===== src/rtl/alu_pkg.sv =====
// Shared ALU decode types: ALU opcodes, RV32I major opcodes, operand selects and the decoded payload.
package alu_pkg;

    localparam int unsigned WordSize = 32;
    localparam int unsigned ModeW    = 5;
    localparam int unsigned RegW     = 5;

    localparam logic [ModeW-1:0] ALU_ADD  = 5'h00;
    localparam logic [ModeW-1:0] ALU_SUB  = 5'h10;
    localparam logic [ModeW-1:0] ALU_XOR  = 5'h04;
    localparam logic [ModeW-1:0] ALU_OR   = 5'h06;
    localparam logic [ModeW-1:0] ALU_AND  = 5'h07;
    localparam logic [ModeW-1:0] ALU_LLS  = 5'h01;
    localparam logic [ModeW-1:0] ALU_LRS  = 5'h05;
    localparam logic [ModeW-1:0] ALU_ARS  = 5'h15;
    localparam logic [ModeW-1:0] ALU_SSLT = 5'h02;
    localparam logic [ModeW-1:0] ALU_USLT = 5'h03;

    localparam logic [6:0] OPC_OP     = 7'b0110011;
    localparam logic [6:0] OPC_OP_IMM = 7'b0010011;
    localparam logic [6:0] OPC_LUI    = 7'b0110111;
    localparam logic [6:0] OPC_AUIPC  = 7'b0010111;
    localparam logic [6:0] OPC_JAL    = 7'b1101111;
    localparam logic [6:0] OPC_JALR   = 7'b1100111;
    localparam logic [6:0] OPC_LOAD   = 7'b0000011;
    localparam logic [6:0] OPC_STORE  = 7'b0100011;
    localparam logic [6:0] OPC_BRANCH = 7'b1100011;

    typedef enum logic [1:0] {
        A_RS1  = 2'd0,
        A_PC   = 2'd1,
        A_ZERO = 2'd2
    } a_sel_t;

    typedef struct packed {
        logic [ModeW-1:0]    mode;
        a_sel_t              a_sel;
        logic                b_sel;
        logic [WordSize-1:0] imm;
        logic [RegW-1:0]     rs1;
        logic [RegW-1:0]     rs2;
        logic [RegW-1:0]     rd;
        logic                rd_we;
        logic                illegal;
        logic [WordSize-1:0] pc;
    } dec_t;

    // ALU mode for register/immediate arithmetic from {funct7[5], funct3}
    function automatic logic [ModeW-1:0] op_mode(input logic f7b5, input logic [2:0] f3);
        logic [ModeW-1:0] m;
        case ({f7b5, f3})
            4'b0000: m = ALU_ADD;
            4'b1000: m = ALU_SUB;
            4'b0001: m = ALU_LLS;
            4'b0010: m = ALU_SSLT;
            4'b0011: m = ALU_USLT;
            4'b0100: m = ALU_XOR;
            4'b0101: m = ALU_LRS;
            4'b1101: m = ALU_ARS;
            4'b0110: m = ALU_OR;
            4'b0111: m = ALU_AND;
            default: m = ALU_ADD;
        endcase
        return m;
    endfunction

endpackage


===== src/rtl/alu_instr_decode.sv =====
// Combinational RV32I instruction decode into ALU control payload (dec_t).
module alu_instr_decode
    import alu_pkg::*;
(
    input  logic [31:0]         instr_i,
    input  logic [WordSize-1:0] pc_i,
    output dec_t                dec_o
);

    logic [6:0]          opc;
    logic [2:0]          f3;
    logic [6:0]          f7;
    logic [WordSize-1:0] imm_i;
    logic [WordSize-1:0] imm_s;
    logic [WordSize-1:0] imm_b;
    logic [WordSize-1:0] imm_u;
    logic [WordSize-1:0] imm_j;
    logic [WordSize-1:0] imm_sh;

    assign opc = instr_i[6:0];
    assign f3  = instr_i[14:12];
    assign f7  = instr_i[31:25];

    assign imm_i  = {{(WordSize-12){instr_i[31]}}, instr_i[31:20]};
    assign imm_s  = {{(WordSize-12){instr_i[31]}}, instr_i[31:25], instr_i[11:7]};
    assign imm_b  = {{(WordSize-13){instr_i[31]}}, instr_i[31], instr_i[7],
                     instr_i[30:25], instr_i[11:8], 1'b0};
    assign imm_u  = {{(WordSize-32){instr_i[31]}}, instr_i[31:12], 12'b0};
    assign imm_j  = {{(WordSize-21){instr_i[31]}}, instr_i[31], instr_i[19:12],
                     instr_i[20], instr_i[30:21], 1'b0};
    // Shift-immediates carry only the shift amount
    assign imm_sh = WordSize'(instr_i[24:20]);

    always_comb begin
        dec_o         = '0;
        dec_o.mode    = ALU_ADD;
        dec_o.a_sel   = A_RS1;
        dec_o.rs1     = instr_i[19:15];
        dec_o.rs2     = instr_i[24:20];
        dec_o.rd      = instr_i[11:7];
        dec_o.pc      = pc_i;
        dec_o.illegal = 1'b0;

        case (opc)
            OPC_OP: begin
                dec_o.mode    = op_mode(f7[5], f3);
                dec_o.rd_we   = 1'b1;
                dec_o.illegal = !((f7 == 7'h00) ||
                                  ((f7 == 7'h20) && ((f3 == 3'b000) || (f3 == 3'b101))));
            end
            OPC_OP_IMM: begin
                dec_o.b_sel = 1'b1;
                dec_o.rd_we = 1'b1;
                if (f3 == 3'b001) begin
                    dec_o.mode    = ALU_LLS;
                    dec_o.imm     = imm_sh;
                    dec_o.illegal = (f7 != 7'h00);
                end else if (f3 == 3'b101) begin
                    dec_o.mode    = op_mode(f7[5], f3);
                    dec_o.imm     = imm_sh;
                    dec_o.illegal = !((f7 == 7'h00) || (f7 == 7'h20));
                end else begin
                    dec_o.mode = op_mode(1'b0, f3);
                    dec_o.imm  = imm_i;
                end
            end
            OPC_LUI: begin
                dec_o.a_sel = A_ZERO;
                dec_o.b_sel = 1'b1;
                dec_o.imm   = imm_u;
                dec_o.rd_we = 1'b1;
            end
            OPC_AUIPC: begin
                dec_o.a_sel = A_PC;
                dec_o.b_sel = 1'b1;
                dec_o.imm   = imm_u;
                dec_o.rd_we = 1'b1;
            end
            OPC_JAL: begin
                dec_o.a_sel = A_PC;
                dec_o.b_sel = 1'b1;
                dec_o.imm   = imm_j;
                dec_o.rd_we = 1'b1;
            end
            OPC_JALR, OPC_LOAD: begin
                dec_o.b_sel = 1'b1;
                dec_o.imm   = imm_i;
                dec_o.rd_we = 1'b1;
            end
            OPC_STORE: begin
                dec_o.b_sel = 1'b1;
                dec_o.imm   = imm_s;
            end
            OPC_BRANCH: begin
                dec_o.imm = imm_b;
                case (f3)
                    3'b000, 3'b001: dec_o.mode = ALU_SUB;
                    3'b100, 3'b101: dec_o.mode = ALU_SSLT;
                    3'b110, 3'b111: dec_o.mode = ALU_USLT;
                    default:        dec_o.illegal = 1'b1;
                endcase
            end
            default: dec_o.illegal = 1'b1;
        endcase

        // Illegal instructions travel downstream as an inert ADD
        if (dec_o.illegal) begin
            dec_o.mode  = ALU_ADD;
            dec_o.a_sel = A_RS1;
            dec_o.b_sel = 1'b0;
            dec_o.imm   = '0;
            dec_o.rd_we = 1'b0;
        end
    end

endmodule


===== src/rtl/alu_decoder.sv =====
// Registered RV32I decode stage with valid/ready on both sides and flush.
// Define ALU_DECODER_SKID_EN for a two-entry skid buffer with a registered in_ready.
module alu_decoder
    import alu_pkg::*;
(
    input  logic                clk,
    input  logic                rstn,
    input  logic                flush,
    input  logic                in_valid,
    output logic                in_ready,
    input  logic [31:0]         in_instr,
    input  logic [WordSize-1:0] in_pc,
    output logic                out_valid,
    input  logic                out_ready,
    output logic [ModeW-1:0]    out_alu_mode,
    output logic [1:0]          out_a_sel,
    output logic                out_b_sel,
    output logic [WordSize-1:0] out_imm,
    output logic [RegW-1:0]     out_rs1,
    output logic [RegW-1:0]     out_rs2,
    output logic [RegW-1:0]     out_rd,
    output logic                out_rd_we,
    output logic                out_illegal,
    output logic [WordSize-1:0] out_pc
);

    dec_t dec_c;
    dec_t out_q, out_d;
    logic out_valid_q, out_valid_d;
    logic accept;
    logic out_fire;

    alu_instr_decode u_decode (
        .instr_i (in_instr),
        .pc_i    (in_pc),
        .dec_o   (dec_c)
    );

    assign accept   = in_valid & in_ready & ~flush;
    assign out_fire = out_valid_q & out_ready;

`ifdef ALU_DECODER_SKID_EN
    dec_t skid_q, skid_d;
    logic skid_full_q, skid_full_d;
    logic in_ready_q, in_ready_d;

    // Output register backed by one skid entry; in_ready is registered
    always_comb begin
        out_d       = out_q;
        out_valid_d = out_valid_q;
        skid_d      = skid_q;
        skid_full_d = skid_full_q;
        if (flush) begin
            out_valid_d = 1'b0;
            skid_full_d = 1'b0;
        end else if (skid_full_q) begin
            if (out_fire) begin
                out_d       = skid_q;
                skid_full_d = 1'b0;
            end
        end else if (accept) begin
            if (!out_valid_q || out_fire) begin
                out_d       = dec_c;
                out_valid_d = 1'b1;
            end else begin
                skid_d      = dec_c;
                skid_full_d = 1'b1;
            end
        end else if (out_fire) begin
            out_valid_d = 1'b0;
        end
        in_ready_d = ~skid_full_d;
    end

    always_ff @(posedge clk or negedge rstn) begin
        if (!rstn) begin
            out_q       <= '0;
            out_valid_q <= 1'b0;
            skid_q      <= '0;
            skid_full_q <= 1'b0;
            in_ready_q  <= 1'b1;
        end else begin
            out_q       <= out_d;
            out_valid_q <= out_valid_d;
            skid_q      <= skid_d;
            skid_full_q <= skid_full_d;
            in_ready_q  <= in_ready_d;
        end
    end

    assign in_ready = in_ready_q;
`else
    // Single output register; ready passes straight through from downstream
    always_comb begin
        out_d       = out_q;
        out_valid_d = out_valid_q;
        if (flush) begin
            out_valid_d = 1'b0;
        end else if (accept) begin
            out_d       = dec_c;
            out_valid_d = 1'b1;
        end else if (out_fire) begin
            out_valid_d = 1'b0;
        end
    end

    always_ff @(posedge clk or negedge rstn) begin
        if (!rstn) begin
            out_q       <= '0;
            out_valid_q <= 1'b0;
        end else begin
            out_q       <= out_d;
            out_valid_q <= out_valid_d;
        end
    end

    assign in_ready = ~out_valid_q | out_ready;
`endif

    assign out_valid    = out_valid_q;
    assign out_alu_mode = out_q.mode;
    assign out_a_sel    = 2'(out_q.a_sel);
    assign out_b_sel    = out_q.b_sel;
    assign out_imm      = out_q.imm;
    assign out_rs1      = out_q.rs1;
    assign out_rs2      = out_q.rs2;
    assign out_rd       = out_q.rd;
    assign out_rd_we    = out_q.rd_we;
    assign out_illegal  = out_q.illegal;
    assign out_pc       = out_q.pc;

endmodule


===== config.mk =====
export PLATFORM = sky130hd
export DESIGN_NAME = alu_decoder
export DESIGN_NICKNAME = d
export VERILOG_FILES = /design/src/rtl/alu_pkg.sv /design/src/rtl/alu_instr_decode.sv /design/src/rtl/alu_decoder.sv
export SDC_FILE = /design/constraint.sdc
export NUM_CORES = 1
export LEC_CHECK = 0
export CAP_MARGIN = 20
export CORE_ASPECT_RATIO = 2
export CORE_UTILIZATION = 46
export CTS_CLUSTER_SIZE = 40
export DETAILED_ROUTE_END_ITERATION = 16
export MAX_ROUTING_LAYER = met4
export PLACE_DENSITY = 0.89
export SLEW_MARGIN = 40
export SYNTH_ARGS = -nofsm -noshare
export SYNTH_HDL_FRONTEND = slang
export SYNTH_HIERARCHICAL = 1
export SYNTH_SLANG_ARGS = --single-unit

===== constraint.sdc =====
create_clock -name clk -period 1.85 [get_ports clk]
set_input_delay 0.2775 -clock clk [delete_from_list [all_inputs] [get_ports clk]]
set_output_delay 0.2775 -clock clk [all_outputs]
set_load 0.03 [all_outputs]

==> results by group <==
Power and ir drop
  – Max IR drop VDD: around 0.67 mV
  – P_leak: roughly 3.0 nW
  – PwrDens: between 800 and 900 nW/um^2
  – Total power: 5.74 mW

Timing
  – Tightest hold margin: between 0.3 and 0.4 ns
  – PnR worst setup slack: approximately 0.0020 ns
  – FMAX: between 0.5 and 0.6 GHz
  – Final min period: 1.85 ns
  – Slew Limit Fails: 0
  – Final setup violation count: 0
  – Final hold viol count: 0
  – Fin crit share: 0.999
  – Final Skew: about 0.0060 ns
  – Final TNS setup: 0 ns

CTS
  – Clock buffer depth: 2
  – CTS tree: built
  – Clock transition at the registers of the reported paths: 0.07 ns
  – CTS Root Cell: clkbuf_16
  – TritonCTS Buffers: 9
  – Clock tree sinks: 90
  – H-tree Lvls: 3
  – Worst skew pair latency: 0.33 ns

Global routing
  – GR Util All Layers: 0.255
  – Vias in the first global route: slightly below 4000
  – Largest net degree at the start of global routing: 51
  – Initial antenna violation count: 0
  – First-pass GRT wire length: between 15 and 20 mm
  – Grt ovf: 0

Run
  – Max Cap Viol: 0

Cells and area
  – Syn-to-layout area delta: 46.2%
  – Final nets: between 600 and 700
  – Ant. Diodes: 0
  – Layout cell share with drive strength beyond 1: 0.342
  – Final core utilization: 0.699

Drt
  – DRC: 0
  – DRT antenna net count: 0
  – Iter 0 DRT Violations: roughly 220
  – Vias per cell: 5.22
  – Routed via count: between 3000 and 4000
  – First-pass DRT Iterations: 4
  – WL/cell: between 15 and 20 microns
  – Total wire length: approximately 13 mm

Floorplan
  – Die area: 10600 sq um
  – DIE HEIGHT: roughly 140 microns
  – Die X: ~73 microns
  – Core Region: roughly 9800 sq um
  – Initial core utilization: 0.478
  – # IOs: between 150 and 200
  – Row Count: between 50 and 60

Synth
  – Seq/Total Area, Yosys: 0.480
  – Post-Syn Area: 4690 sq um
  – Synth warnings: 6
  – Ys async rst share: 1.00
  – Most used DFF post-synth: dfrtp_1
  – #FFs+latches synth: 90
  – Cell taking the most area after synthesis: dfrtp_1
  – EDFF count, synth: 0
  – Area contributors post-synth: dfrtp_1, mux2_2, buf_4
  – Syn Inst Count: just under 400
  – Synth cell types: just over 50
  – Synth Net Count: approximately 470
  – Syn Area/Cell: between 10 and 15 sq um
  – Yosys top cell area share: 0.480

Critical path
  – Crit path kind: in2reg
  – Max FO, Critical Path: 3
  – Crit start category: input port
  – Crit. End Element: flop
  – Worst Path Required: 2.07 ns
  – Arrival time at the worst endpoint: ~2.1 ns

Place
  – Placed wire-length estimate: roughly 9.7 mm
  – Buffers on Ports: between 150 and 200
  – Place WS: -0.459 ns
  – GPL Wtd Cong: about 0.9

Outcome
  – Run status: finished, final reports clean

Min path
  – Hold crit path type: in2async
==> kinds of logic (layout without fill, tap and decap cells) <==
logic type	after synthesis	count (layout)	synth area share
xor+xnor	1	1	0.00187
flops	90	90	0.480
compound gates	51	51	0.0701
buf+inv	74	238	0.121
simple gates	90	91	0.103
mux	90	90	0.224
other cells	1	1	0.000799
==> path summary, 6_finish.rpt <==
path / startpoint / slack, ns / cells after the start / endpoint
min in group clk: in_instr[28] / 0.42 / 3 / out_imm[8]
worst max register to register: out_valid / 0.26 / 5 / out_rs1[1]
worst min register to register: out_rd[1] / 0.50 / 1 / out_rd[1]
max in group asynchronous: rstn / 0.87 / 3 / out_imm[11]
worst min-delay path: rstn / 0.38 / 2 / out_pc[12]
worst max-delay path: in_instr[12] / 0.002 / 7 / out_illegal
==> through the flow <==
stage	cell area [sq um]	instances
finish	6870	694
global placement	6390	673
floorplan	4700	397
CTS	6750	693
global route	6870	694
detailed placement	6390	673
==> worst max-delay path, cell delays in order <==
cell and delay (ns):
clkdlybuf4s50_1 0.49, xor2_1 0.18, o21a_1 0.17, o211ai_1 0.23, nand3_2 0.10, or3b_1 0.35, mux2_2 0.26
==> flip-flops by register name (all words and copies together) (netlist names) <==
| register | count |
|---|---|
| out_valid | 1 |
| out_b_sel | 1 |
| out_alu_mode | 5 |
| out_illegal | 1 |
| out_pc | 32 |
| out_rs2 | 5 |
| out_imm | 32 |
| out_rd | 5 |
| out_a_sel | 2 |
| out_rd_we | 1 |
| out_rs1 | 5 |
==> synthesized netlist by cell type (all sizes together), types with 4 or more instances <==
cell / count
buf: 69
a21oi: 23
mux2: 89
nor3: 4
nor2: 20
dfrtp: 90
nand2: 32
a22oi: 5
o21ai: 6
inv: 4
and2: 9
==> where the power goes <==
part           internal [mW]  switching (mW)
Combinational          0.740           0.779
Sequential              2.16           0.105
Clock                   1.22           0.739
Total                   4.12            1.62
==> cells in the final DEF, fill, tap and decap left out, types with 2 or more instances in the layout <==
| cell | Yosys | layout |
|---|---|---|
| clkdlybuf4s50_1 | 0 | 147 |
| dfrtp_1 | 90 | 90 |
| mux2_2 | 79 | 79 |
| buf_4 | 55 | 52 |
| nand2_1 | 32 | 32 |
| nor2_1 | 20 | 18 |
| a21oi_1 | 23 | 17 |
| mux2_4 | 10 | 10 |
| clkbuf_16 | 0 | 9 |
| dlygate4sd2_1 | 0 | 7 |
| and2_1 | 8 | 7 |
| buf_12 | 1 | 6 |
| a21oi_2 | 0 | 6 |
| a22oi_1 | 5 | 5 |
| inv_1 | 4 | 4 |
| o21ai_0 | 6 | 4 |
| dlymetal6s2s_1 | 0 | 3 |
| buf_6 | 7 | 3 |
| bufinv_16 | 0 | 2 |
| nand2b_4 | 1 | 2 |
| nand3b_1 | 2 | 2 |
| nor2_2 | 0 | 2 |
| nand4_1 | 2 | 2 |
| o211ai_1 | 2 | 2 |
| a211oi_1 | 3 | 2 |
| and3_1 | 3 | 2 |
| a31oi_1 | 2 | 2 |
| a32oi_1 | 2 | 2 |
| nand3_1 | 2 | 2 |
| nor3_1 | 3 | 2 |
| nand2b_1 | 2 | 2 |
| o31ai_1 | 2 | 2 |
==> final cells by class <==
cell class / instances / area, sq um
clock buffer: 11 / 243
clock inverter: 4 / 73.8
fill: 730 / 2960
inverter: 4 / 15.0
multi-input combinational: 234 / 1990
sequential: 90 / 2250
tap: 132 / 165
timing repair buffer: 219 / 2120
==> routing by layer <==
metal,vias up,global-route usage,wire (microns)
li1,1647,-,-
met1,1798,0.256,4380
met2,149,0.468,7420
met3,31,0.0367,571
met4,0,0.133,532
met5,-,-,0
==> timing repair <==
| item | in CTS | in global routing |
|---|---|---|
| resized for setup | 13 | 23 |
| gates cloned | 1 | 1 |
| setup endpoints to repair | 37 | 37 |
| buffers inserted | 3 | 0 |
| pin swaps | 6 | 6 |
| hold buffers | 1 | 0 |
| hold endpoints to repair | 16 | 0 |
Note: power is estimated with default switching activity, not from simulation.
